File: src/rtl/magnetron_ctrl.sv
// Magnetron duty-cycle controller: latched run request, windowed PWM drive,
// door interlock. Optional re-arm holdoff enabled by MAGNETRON_HOLDOFF_EN.
module magnetron_ctrl #(
  parameter int PWR_W   = 4,
  parameter int PERIOD  = 10,
  parameter int HOLDOFF = 5
) (
  input  logic             clk,
  input  logic             rst_n,
  input  logic             set,
  input  logic             reset,
  input  logic             door_open,
  input  logic [PWR_W-1:0] power_level,
  output logic             mag_on,
  output logic             active,
  output logic             holdoff_busy
);

  localparam int CW = $clog2(PERIOD);
  localparam int XW = (CW > PWR_W) ? CW : PWR_W;

  logic          active_q, active_d;
  logic          mag_on_q, mag_on_d;
  logic [CW-1:0] cnt_q, cnt_d;
  logic          hold_idle;

  always_comb begin
    active_d = active_q;
    if (door_open || reset) begin
      active_d = 1'b0;
    end else if (set && hold_idle) begin
      active_d = 1'b1;
    end
  end

  // Window restarts at 0 on the arming edge; phase kept across level changes.
  always_comb begin
    cnt_d = '0;
    if (active_d && active_q) begin
      if (cnt_q == CW'(PERIOD - 1)) begin
        cnt_d = '0;
      end else begin
        cnt_d = cnt_q + 1'b1;
      end
    end
  end

  always_comb begin
    mag_on_d = active_d && (XW'(cnt_d) < XW'(power_level));
  end

  always_ff @(posedge clk) begin
    if (!rst_n) begin
      active_q <= 1'b0;
      mag_on_q <= 1'b0;
      cnt_q    <= '0;
    end else begin
      active_q <= active_d;
      mag_on_q <= mag_on_d;
      cnt_q    <= cnt_d;
    end
  end

`ifdef MAGNETRON_HOLDOFF_EN
  localparam int HW = $clog2(HOLDOFF + 1);

  logic [HW-1:0] hold_q, hold_d;
  logic          busy_q, busy_d;

  // Only a run-to-stop transition loads; later clears do not extend it.
  always_comb begin
    hold_d = hold_q;
    if (active_q && !active_d) begin
      hold_d = HW'(HOLDOFF);
    end else if (hold_q != '0) begin
      hold_d = hold_q - 1'b1;
    end
    busy_d = (hold_d != '0);
  end

  always_ff @(posedge clk) begin
    if (!rst_n) begin
      hold_q <= '0;
      busy_q <= 1'b0;
    end else begin
      hold_q <= hold_d;
      busy_q <= busy_d;
    end
  end

  assign hold_idle    = (hold_q == '0);
  assign holdoff_busy = busy_q;
`else
  logic unused_holdoff;

  assign unused_holdoff = (HOLDOFF != 0);
  assign hold_idle      = 1'b1;
  assign holdoff_busy   = 1'b0;
`endif

  assign active = active_q;
  assign mag_on = mag_on_q;

endmodule
File: config.mk
export PLATFORM = sky130hd
export DESIGN_NAME = magnetron_ctrl
export DESIGN_NICKNAME = d
export VERILOG_FILES = /design/src/rtl/magnetron_ctrl.sv
export SDC_FILE = /design/constraint.sdc
export NUM_CORES = 1
export LEC_CHECK = 0
export ABC_AREA = 1
export CAP_MARGIN = 10
export CORE_AREA = 2 2 39 41
export CTS_BUF_LIST = sky130_fd_sc_hd__clkbuf_4 sky130_fd_sc_hd__clkbuf_8 sky130_fd_sc_hd__clkbuf_16
export DETAILED_ROUTE_END_ITERATION = 10
export DIE_AREA = 0 0 41 43
export HOLD_SLACK_MARGIN = 0.12
export PLACE_DENSITY = 0.63
export SYNTH_ARGS = -nofsm -noshare
export SYNTH_HDL_FRONTEND = slang
export SYNTH_SLANG_ARGS = --single-unit
File: constraint.sdc
create_clock -name clk -period 4.5 [get_ports clk]
set_clock_uncertainty 0.1 [all_clocks]
set_input_delay 0.9 -clock clk [delete_from_list [all_inputs] [get_ports clk]]
set_output_delay 0.9 -clock clk [all_outputs]
set_load 0.01 [all_outputs]
==> metrics.txt <==
status=finished clean; Crit path required time=4580 ps; Setup WS post-layout=2220 ps; Clock Sinks=6; crit path time final=2280 ps; Via Count=312; most instantiated cells after synthesis=inv_1 (9), dfxtp_1 (6), ha_1 (5), nand2_1 (4); Area contributors post-synth=dfxtp_1 (30%), ha_1 (15%), inv_1 (8.4%); Cell Rows=14; Met3 Routed Length=20 um; DP Wirelength=541 um; Synth top area share=29.7%; mean post-synth cell area=8.60 um2; Detail Route Antenna Nets=0; setup repair after global routing missed its margin=false; WL met1=253 um; fill count=148; endpoints failing hold=0; vias in the first global route=281; Nets=75; R2R depth=9; DR iter-0 viols=9; CTS Root Buffer Type=clkbuf_4; number of port buffers=10; DR top layer=met4; vias per inst=4.16; max_cap viols=0; CTS tree=built; CP max FO=6; Leak=0.225 nW; synth warn=0; CP Launch Type=primary input; H-tree levels=1; Post-CTS Setup Bufs=0; prevailing post-synth register cell=dfxtp_1; post-route DRC violation count=0; Starting Density=29.2%; GRT overflow=0; setup TNS=0 ps; Antenna Cells=0; initial antenna violation count=0; pin count of the biggest net entering global routing=7; Setup violations, final=0; Setup WS pre-CTS=1950 ps; WL/cell=8.27 um; Die X=41 um; worst skew pair latency=240 ps; CP top delay family=simple AND/OR/NAND/NOR gates; Global Route Usage Sum=9.12%; Routed met2 length=331 um; Area Overhead vs Synth=33.4%; library cells used by synthesis=20; Hold Path Cell Cnt=2; hold buffer count at CTS=0; crit path buf inv count=1; Cells after Synth=47; PwrDens=222 nW/um2; CP Depth=8; CP max-delay cell=clkdlybuf4s50_1; crit path DAT=2360 ps; full die area=1760 um2; most frequent cell after synthesis=inv_1; crit end category=flop; Yosys top cell by area=dfxtp_1; CP cell instances=clkdlybuf4s50_1, nor2_4, nand3_2, nor2_1, ha_1, a21oi_1, nand2_1, a21oi_2; Post-Syn Nets=61; GP Congestion=0.613; Slew Viols, Final=0; period utilization=50.7%; fraction of registers with async set/reset=0%; CTS Buf Count=3; Min-Delay Path Class=reg2reg; Die H=43 um; post-synthesis sequential area ratio=29.7%; Core ar.=1380 um2; Peak VDD IR=0.0806 mV; Clock Tree Buf Depth=2; Max stage delay on crit path=440 ps; clock slew at reported path FFs=50 ps; number of flops mapped to enable cells by yosys=0; number of synthesized register bits=6; first-pass GRT wire length=986 um; proportion of layout cells with a drive suffix above 1=27.1%; critical path class=in2reg; Ports=12; DRT Pass-1 Iters=4; final WL=620 um; post-CTS sizing=0; Fmax=0.439 GHz; Cell Area, Synth=404 um2
[area by class of cell]
| class | count | area (um2) | share of cell area (%) |
|---|---|---|---|
| sequential | 6 | 120 | 22.3 |
| clock buffer | 3 | 22.5 | 4.18 |
| multi-input combinational | 30 | 239 | 44.3 |
| tap | 16 | 20.0 | 3.71 |
| timing repair buffer | 10 | 100 | 18.6 |
| inverter | 10 | 37.5 | 6.96 |
[routing by layer]
layer | vias to the layer above | global-route usage (%)
met3 | 2 | 3.14
met5 | - | 0
met2 | 5 | 12.5
met1 | 137 | 8.63
li1 | 168 | -
met4 | 0 | 12.0
[state kept, by name, summed over array words and instances (netlist names)]
signal  flops
active      1
cnt_q       4
mag_on      1
[placed cells by master, fill, tap and decap left out]
| cell type | netlist | routed |
|---|---|---|
| a21oi_1 | 1 | 1 |
| a21oi_2 | 1 | 1 |
| clkbuf_4 | 0 | 3 |
| clkdlybuf4s50_1 | 0 | 10 |
| conb_1 | 1 | 1 |
| dfxtp_1 | 6 | 6 |
| ha_1 | 5 | 5 |
| inv_1 | 9 | 9 |
| inv_2 | 1 | 1 |
| nand2_1 | 4 | 4 |
| nand2_2 | 2 | 2 |
| nand3_1 | 1 | 1 |
| nand3_2 | 2 | 2 |
| nor2_1 | 3 | 3 |
| nor2_4 | 2 | 2 |
| nor3_1 | 1 | 1 |
| nor3_2 | 3 | 3 |
| o21ai_2 | 1 | 1 |
| o21bai_2 | 1 | 1 |
| xnor2_1 | 1 | 1 |
| xor2_1 | 1 | 1 |
[worst register-to-register path: stages (launching register included)]
cell and delay (ps):
dfxtp_1 350, inv_1 50, ha_1 180, nand3_2 90, nand3_2 140, nor2_1 150
ha_1 250, a21oi_1 140, nand2_1 80, a21oi_2 90
[stage by stage]
stage / util (%) / hold WS, ps / instance area [um2] / total power, mW / std cells
after CTS: 39.0 / 429 / 539 / 0.122 / 75
after detailed placement: 37.3 / 423 / 517 / 0.0717 / 72
final: 39.0 / 426 / 539 / 0.120 / 75
after global routing: 39.0 / 450 / 539 / 0.126 / 75
after global placement: 37.3 / 421 / 517 / 0.0715 / 72
after floorplan: - / 445 / 404 / 0.0629 / 47
[where the power goes]
group          internal [mW]  switching (mW)
Combinational        0.00956         0.00655
Sequential            0.0539        0.000473
Clock                 0.0301          0.0190
Total                 0.0936          0.0260
[cell families after synthesis]
logic type | synth area share [%]
and+or+nand+nor | 30.0
buffers and inverters | 11.1
DFF | 29.7
adders and majority gates | 15.5
AOI/OAI and AO/OA | 8.36
xor gates and xnor gates | 4.34
other | 0.928
[final timing paths]
| kind | startpoint | to | slack (ps) |
|---|---|---|---|
| setup / recovery | reset | mag_on$_SDFF_PN0_ | 2220 |
| hold reg to reg | active$_SDFF_PN0_ | cnt_q[0]$_SDFF_PN0_ | 430 |
| setup reg to reg | cnt_q[1]$_SDFF_PN0_ | mag_on$_SDFF_PN0_ | 2830 |
| hold / removal | active$_SDFF_PN0_ | cnt_q[0]$_SDFF_PN0_ | 430 |
Power figures use the tool's default switching activity.
